`src/rtl/otter_fetch_pkg.sv`:
```
// Shared types and constants for the OTTER instruction-fetch buffer.
//   fetch_entry_t : one queued {pc, ir} pair handed to decode
//   OTTER_NOP     : instruction presented to decode when nothing is valid (addi x0,x0,0)
//   INSTR_BYTES   : PC increment per sequential fetch
//   align_pc      : clears the byte-offset bits of a fetch address
package otter_fetch_pkg;

  typedef struct packed {
    logic [31:0] pc;
    logic [31:0] ir;
  } fetch_entry_t;

  localparam logic [31:0] OTTER_NOP   = 32'h0000_0013;
  localparam int unsigned INSTR_BYTES = 4;

  function automatic logic [31:0] align_pc(input logic [31:0] addr);
    return addr & ~32'h0000_0003;
  endfunction

endpackage

```
`src/rtl/otter_fetch_fifo.sv`:
```
// Generic DEPTH-entry queue of fetch_entry_t for the fetch buffer.
//   clk, rst_n : clock, async active-low reset (pointers and count only)
//   push       : write push_data at the tail (ignored when full unless popping)
//   push_data  : entry to enqueue
//   pop        : drop the head entry (ignored when empty)
//   flush      : clear the queue; overrides push and pop
//   head       : entry at the read pointer (undefined contents when count == 0)
//   count      : occupied entries, 0..DEPTH
module otter_fetch_fifo
  import otter_fetch_pkg::*;
#(
  parameter int unsigned DEPTH = 4
) (
  input  logic                     clk,
  input  logic                     rst_n,
  input  logic                     push,
  input  fetch_entry_t             push_data,
  input  logic                     pop,
  input  logic                     flush,
  output fetch_entry_t             head,
  output logic [$clog2(DEPTH):0]   count
);

  localparam int unsigned AW     = $clog2(DEPTH);
  localparam logic [AW:0] FULL_C = (AW+1)'(DEPTH);

  fetch_entry_t    mem_q [DEPTH];
  logic [AW-1:0]   rd_ptr_q, rd_ptr_d;
  logic [AW-1:0]   wr_ptr_q, wr_ptr_d;
  logic [AW:0]     count_q, count_d;
  logic            do_push, do_pop;

  always_comb begin
    do_pop   = pop && (count_q != '0);
    // A pop frees the slot in the same cycle, so push at full is legal alongside it.
    do_push  = push && ((count_q != FULL_C) || do_pop);
    rd_ptr_d = rd_ptr_q;
    wr_ptr_d = wr_ptr_q;
    count_d  = count_q;
    if (flush) begin
      rd_ptr_d = '0;
      wr_ptr_d = '0;
      count_d  = '0;
    end else begin
      if (do_pop) begin
        rd_ptr_d = rd_ptr_q + AW'(1);
      end
      if (do_push) begin
        wr_ptr_d = wr_ptr_q + AW'(1);
      end
      count_d = count_q + {{AW{1'b0}}, do_push} - {{AW{1'b0}}, do_pop};
    end
  end

  always_ff @(posedge clk or negedge rst_n) begin
    if (!rst_n) begin
      rd_ptr_q <= '0;
      wr_ptr_q <= '0;
      count_q  <= '0;
    end else begin
      rd_ptr_q <= rd_ptr_d;
      wr_ptr_q <= wr_ptr_d;
      count_q  <= count_d;
    end
  end

  // Storage carries no reset; validity is tracked entirely by count_q.
  always_ff @(posedge clk) begin
    if (do_push && !flush) begin
      mem_q[wr_ptr_q] <= push_data;
    end
  end

  assign head  = mem_q[rd_ptr_q];
  assign count = count_q;

endmodule

```
`src/rtl/otter_fetch_buffer.sv`:
```
// Instruction-fetch stage of the pipelined OTTER.
// Owns the fetch PC, issues reads to the 1-cycle-latency instruction port of
// OTTER_mem_byte, and queues {pc, ir} pairs for decode behind a valid/ready handshake.
//   CLK, RST_N    : clock, async active-low reset
//   FETCH_ADDR/RD : instruction read request (MEM_ADDR1 / MEM_READ1)
//   FETCH_DATA    : read data, valid the cycle after FETCH_RD (MEM_DOUT1)
//   REDIRECT(_PC) : flush queue and in-flight read, restart fetch at REDIRECT_PC
//   DEC_VALID/READY, DEC_IR, DEC_PC : head entry to decode (NOP / 0 when not valid)
//   COUNT         : occupied queue entries
module otter_fetch_buffer
  import otter_fetch_pkg::*;
#(
  parameter int unsigned DEPTH    = 4,
  parameter logic [31:0] RESET_PC = 32'h0
) (
  input  logic                    CLK,
  input  logic                    RST_N,
  output logic [31:0]             FETCH_ADDR,
  output logic                    FETCH_RD,
  input  logic [31:0]             FETCH_DATA,
  input  logic                    REDIRECT,
  input  logic [31:0]             REDIRECT_PC,
  output logic                    DEC_VALID,
  input  logic                    DEC_READY,
  output logic [31:0]             DEC_IR,
  output logic [31:0]             DEC_PC,
  output logic [$clog2(DEPTH):0]  COUNT
);

  localparam int unsigned CW      = $clog2(DEPTH) + 1;
  localparam logic [CW:0] DEPTH_C = (CW+1)'(DEPTH);

  logic [31:0]  fetch_pc_q, fetch_pc_d;
  logic [31:0]  inflight_pc_q, inflight_pc_d;
  logic         inflight_q, inflight_d;

  logic [CW-1:0] q_count;
  fetch_entry_t  q_head;
  fetch_entry_t  q_push_data;
  logic          q_push, q_pop, head_valid;
  logic [CW:0]   credit;
  logic          credit_ok;
  logic [31:0]   redirect_pc_aligned;

  otter_fetch_fifo #(
    .DEPTH (DEPTH)
  ) u_fifo (
    .clk       (CLK),
    .rst_n     (RST_N),
    .push      (q_push),
    .push_data (q_push_data),
    .pop       (q_pop),
    .flush     (REDIRECT),
    .head      (q_head),
    .count     (q_count)
  );

  always_comb begin
    head_valid          = (q_count != '0);
    q_pop               = head_valid && DEC_READY;
    // Slots already spoken for: queued entries plus the read in flight, minus the
    // one decode takes this cycle. Never exceeds DEPTH, so no underflow/overflow.
    credit              = {1'b0, q_count} + {{CW{1'b0}}, inflight_q} - {{CW{1'b0}}, q_pop};
    credit_ok           = (credit < DEPTH_C);
    redirect_pc_aligned = align_pc(REDIRECT_PC);

    // A response arriving alongside a redirect belongs to the abandoned stream.
    q_push         = inflight_q && !REDIRECT;
    q_push_data.pc = inflight_pc_q;
    q_push_data.ir = FETCH_DATA;

    FETCH_RD   = RST_N && (REDIRECT || credit_ok);
    FETCH_ADDR = REDIRECT ? redirect_pc_aligned : fetch_pc_q;

    fetch_pc_d    = fetch_pc_q;
    inflight_pc_d = inflight_pc_q;
    inflight_d    = 1'b0;
    if (REDIRECT) begin
      inflight_d    = 1'b1;
      inflight_pc_d = redirect_pc_aligned;
      fetch_pc_d    = redirect_pc_aligned + 32'(INSTR_BYTES);
    end else if (credit_ok) begin
      inflight_d    = 1'b1;
      inflight_pc_d = fetch_pc_q;
      fetch_pc_d    = fetch_pc_q + 32'(INSTR_BYTES);
    end
  end

  always_ff @(posedge CLK or negedge RST_N) begin
    if (!RST_N) begin
      fetch_pc_q    <= RESET_PC;
      inflight_pc_q <= '0;
      inflight_q    <= 1'b0;
    end else begin
      fetch_pc_q    <= fetch_pc_d;
      inflight_pc_q <= inflight_pc_d;
      inflight_q    <= inflight_d;
    end
  end

  // Decode sees only registered queue state, never a same-cycle response.
  assign DEC_VALID = head_valid;
  assign DEC_IR    = head_valid ? q_head.ir : OTTER_NOP;
  assign DEC_PC    = head_valid ? q_head.pc : '0;
  assign COUNT     = q_count;

endmodule

```
`config.mk`:
```
export PLATFORM = sky130hd
export DESIGN_NAME = otter_fetch_buffer
export DESIGN_NICKNAME = d
export VERILOG_FILES = /design/src/rtl/otter_fetch_pkg.sv /design/src/rtl/otter_fetch_fifo.sv /design/src/rtl/otter_fetch_buffer.sv
export SDC_FILE = /design/constraint.sdc
export NUM_CORES = 1
export LEC_CHECK = 0
export CAP_MARGIN = 20
export CORE_AREA = 2 2 188 171
export DETAILED_ROUTE_END_ITERATION = 10
export DIE_AREA = 0 0 190 173
export GPL_TIMING_DRIVEN = 0
export HOLD_SLACK_MARGIN = 0.02
export PLACE_DENSITY = 0.77
export SLEW_MARGIN = 10
export SYNTH_ARGS = -nofsm -noshare
export SYNTH_HDL_FRONTEND = slang
export SYNTH_SLANG_ARGS = --single-unit
```
`constraint.sdc`:
```
create_clock -name CLK -period 3.4 [get_ports CLK]
set_input_delay 0.68 -clock CLK [delete_from_list [all_inputs] [get_ports CLK]]
set_output_delay 0.68 -clock CLK [all_outputs]
set_load 0.02 [all_outputs]
```
==> qor.txt <==
Sw Ratio: 33.1%
H-tree levels: 2
List of most frequent post-synthesis cells: sky130_fd_sc_hd__edfxtp_1 (248), sky130_fd_sc_hd__nor2_1 (83), sky130_fd_sc_hd__and2_1 (69)
Top-area cell type share of the netlist area: 55.3%
Leading register cell type out of synthesis: sky130_fd_sc_hd__edfxtp_1
Die Wd: 190 um
Share of synthesized area occupied by flip-flops and latches: 67.9%
Number of antenna violations at the first check in global routing: 1
Number of flops mapped to enable cells by yosys: 248
Detailed-routing iteration count for the pre-antenna-repair pass: 5
Worst hold slack: 0.0440 ns
Int Power: 9.88 mW
Kind of path behind the tightest hold check: in2async
Max-cap violations: 0
Site Rows: 61
Number of unique standard cell types used by synthesis: 64
Cell Area, Synth: 0.0135 mm^2
Die outline area: 0.0329 mm^2
Number of standard cells in the layout, taps in and fillers out: 1498
Post-detailed-route count of antenna-violating nets: 0
Critical path, cell by cell: nor3_4 > inv_4 > and2_4 > ha_4 > inv_2 > ha_4 > and3b_2 > o211a_4 > nor3_4 > inv_4 > and2_4 > buf_6
Failing checks: setup timing
GR Util All Layers: 18.8%
Overall overflow remaining after global route: 0
Wire length of the first global-routing pass: 47.6 mm
Number of buffers created by CTS: 34
Final period util: 102%
Arrival time at the worst endpoint: 2.78 ns
Crit-path max cell delay: 0.42 ns
Die extent in y: 173 um
Antenna diode instance count: 0
Initial detailed-routing violation count: 657
Placeable core area: 0.0308 mm^2
Final weighted congestion in routability-driven placement: 0.898
Power density of the placed cells: 864 mW/mm^2
Bufs on Longest Clock Path: 3
Synthesized area divided by synthesized cell count: 16.0 um^2
CTS tree: built
Relative area change from synthesis to final layout: 26.7%
Max VDD drop: 0.000419 V
Wirelength per Cell: 20.3 um
Remaining DRCs: 0
Via density per instance: 5.45
Number of buffers inserted by hold repair at cts: 0
Number of max-slew violations in the final report: 0
Total of buffers placed on input and output ports: 161
Cell chosen for the clock root: sky130_fd_sc_hd__clkbuf_16
Clk Latency, worst-skew pair: 0.50 ns
Setup violations, final: 1
Pin count of the biggest net entering global routing: 55
Category of the critical setup timing path: reg2out
Number of global-route vias before repair: 8279
Clock Skew: 0.0169 ns
Layout fillers: 2436
Net load switching power: 4.88 mW
Crit path max-delay cell type: sky130_fd_sc_hd__dfrtp_2
Maximum fanout count along the critical path: 3
Clock sinks: 316
Clock transition at path regs: 0.06 ns
Number of synthesized register bits: 316
Largest area contributor in the netlist: sky130_fd_sc_hd__edfxtp_1
Leakage component of the power: 6.19 nW
Gate power share: 35.5%
Most area-consuming cells after synthesis: sky130_fd_sc_hd__edfxtp_1 (55%), sky130_fd_sc_hd__dfrtp_1 (13%), sky130_fd_sc_hd__mux4_2 (10%)
Worst slew margin relative to its limit: 36.7%
Io pins: 169
Count of synthesis-stage warnings from yosys: 0
Capturing element type of the critical path: primary output
Sum of routed wire length over all layers: 30.5 mm
Placed Cells: 1421
Startpoint class of the critical path: flop
Post-Synthesis Cells: 843
Unrepaired setup endpoints after global routing: yes
Maximum clock frequency: 289 MHz
Initial core utilization: 43.8%
Clk network pwr share: 24.5%
Sequential Power Share: 40.0%
Layout cells sized above 1: 20.8%
Transition time of the tightest slew-check pin: 0.950 ns
Final core occ: 55.5%
Worst path required time: 2.72 ns
Pre-CTS WS: -1.86 ns
Number of vias after detailed routing: 8159
Net count reported at finish: 1141
HPWL after detailed placement: 20.7 mm
Status: complete, but fails checks
Tmin final: 3.46 ns
Fin worst setup slack: -0.0623 ns
Cell with the most instances after synthesis: sky130_fd_sc_hd__edfxtp_1
Total power draw: 14.8 mW
Async set or reset register ratio after synthesis: 21.5%
Hold violation total from the final report: 0
[worst max-delay path, delay by kind of cell, from the launching register on]
family | cells | cell delay [ns]
simple gates | 5 | 0.97
flops | 1 | 0.42
fa+ha+maj | 2 | 0.34
buf+inv | 4 | 0.28
compound gates | 1 | 0.25
[timing repair]
| item | in CTS | in global routing |
|---|---|---|
| resized for setup | 136 | 26 |
| buffers inserted | 15 | 3 |
| pin swaps | 5 | 5 |
| endpoints found under the setup margin | 137 | 18 |
[placed cells by master (no fill, tap or decap), drive strengths merged, types with 18 or more instances in the layout]
cell type,netlist,layout
nand2,21,21
clkbuf,17,61
inv,23,24
clkdlybuf4s50,0,94
nor2,83,83
a21oi,30,30
and2,69,69
dlygate4sd2,0,56
dfrtp,68,68
buf,27,54
mux2i,18,18
edfxtp,248,248
mux2,19,19
mux4,62,62
[final timing paths]
kind                            startpoint              end  slack, ns  depth (start not counted)
setup / recovery           u_fifo.count[2]         FETCH_RD      -0.06                         12
hold / removal                       RST_N    fetch_pc_q[8]       0.04                          1
setup reg to reg           u_fifo.count[2]   fetch_pc_q[30]       0.19                         14
hold reg to reg             fetch_pc_q[31]   fetch_pc_q[31]       0.50                          2
max in group asynchronous            RST_N  u_fifo.count[1]       2.78                          2
min in group CLK            fetch_pc_q[31]   fetch_pc_q[31]       0.50                          2
[registers in the layout, indices dropped and copies added (netlist names)]
name / flops
u_fifo.mem_q: 248
inflight_pc_q: 30
u_fifo.count: 3
inflight_q: 1
fetch_pc_q: 30
u_fifo.rd_ptr_q: 2
u_fifo.wr_ptr_q: 2
[power groups by stage]
stage                     registers (mW)  logic (mW)  clock network, mW
after global routing                6.02        5.66               3.87
after global placement              5.88        5.21                  0
after detailed placement            5.94        5.32                  0
after floorplan                     5.76        3.20                  0
final                               5.91        5.24               3.61
after CTS                           5.91        5.27               3.70
[stage by stage]
stage / setup TNS, ns / area, um^2
floorplan: -0.234 / 13500
global placement: -251.35 / 15600
detailed placement: -76.29 / 15700
CTS: -0.266 / 17000
global route: -1.66 / 17100
finish: -0.0623 / 17100
[cells by family (layout without fill, tap and decap cells)]
kind of cell,count (synthesis),after routing,synth area share [%]
adder cells (fa/ha/maj),10,10,0.985
AO/OA/AOI/OAI,81,81,4.07
other,1,4,0.0278
multiplexers,99,99,13.3
buffers and inverters,67,310,2.25
AND/OR/NAND/NOR,246,246,9.97
flip-flops,316,316,67.9
XOR/XNOR,23,23,1.50
[cell type report]
cell class                      count  area (um^2)  share of cell area, %
Buffer                             41          253                   1.48
Clock buffer                       48          987                   5.78
Clock inverter                     14          124                  0.726
Inverter                           23         91.3                  0.535
Multi-Input combinational cell    463         4170                   24.4
Sequential cell                   316         9150                   53.6
Tap cell                          409          512                   3.00
Timing Repair Buffer              184         1780                   10.4
[layer usage]
| layer | wire length (um) | global-route usage [%] | part of all wire [%] | vias to the layer above |
|---|---|---|---|---|
| met2 | 14300 | 29.4 | 47 | 342 |
| met1 | 13400 | 27.3 | 44 | 4099 |
| met5 | 0 | 0 | 0 | - |
| li1 | - | - | - | 3665 |
| met4 | 590 | 4.78 | 1.9 | 0 |
| met3 | 2190 | 3.23 | 7.2 | 53 |
(Power assumes the default switching activity.)
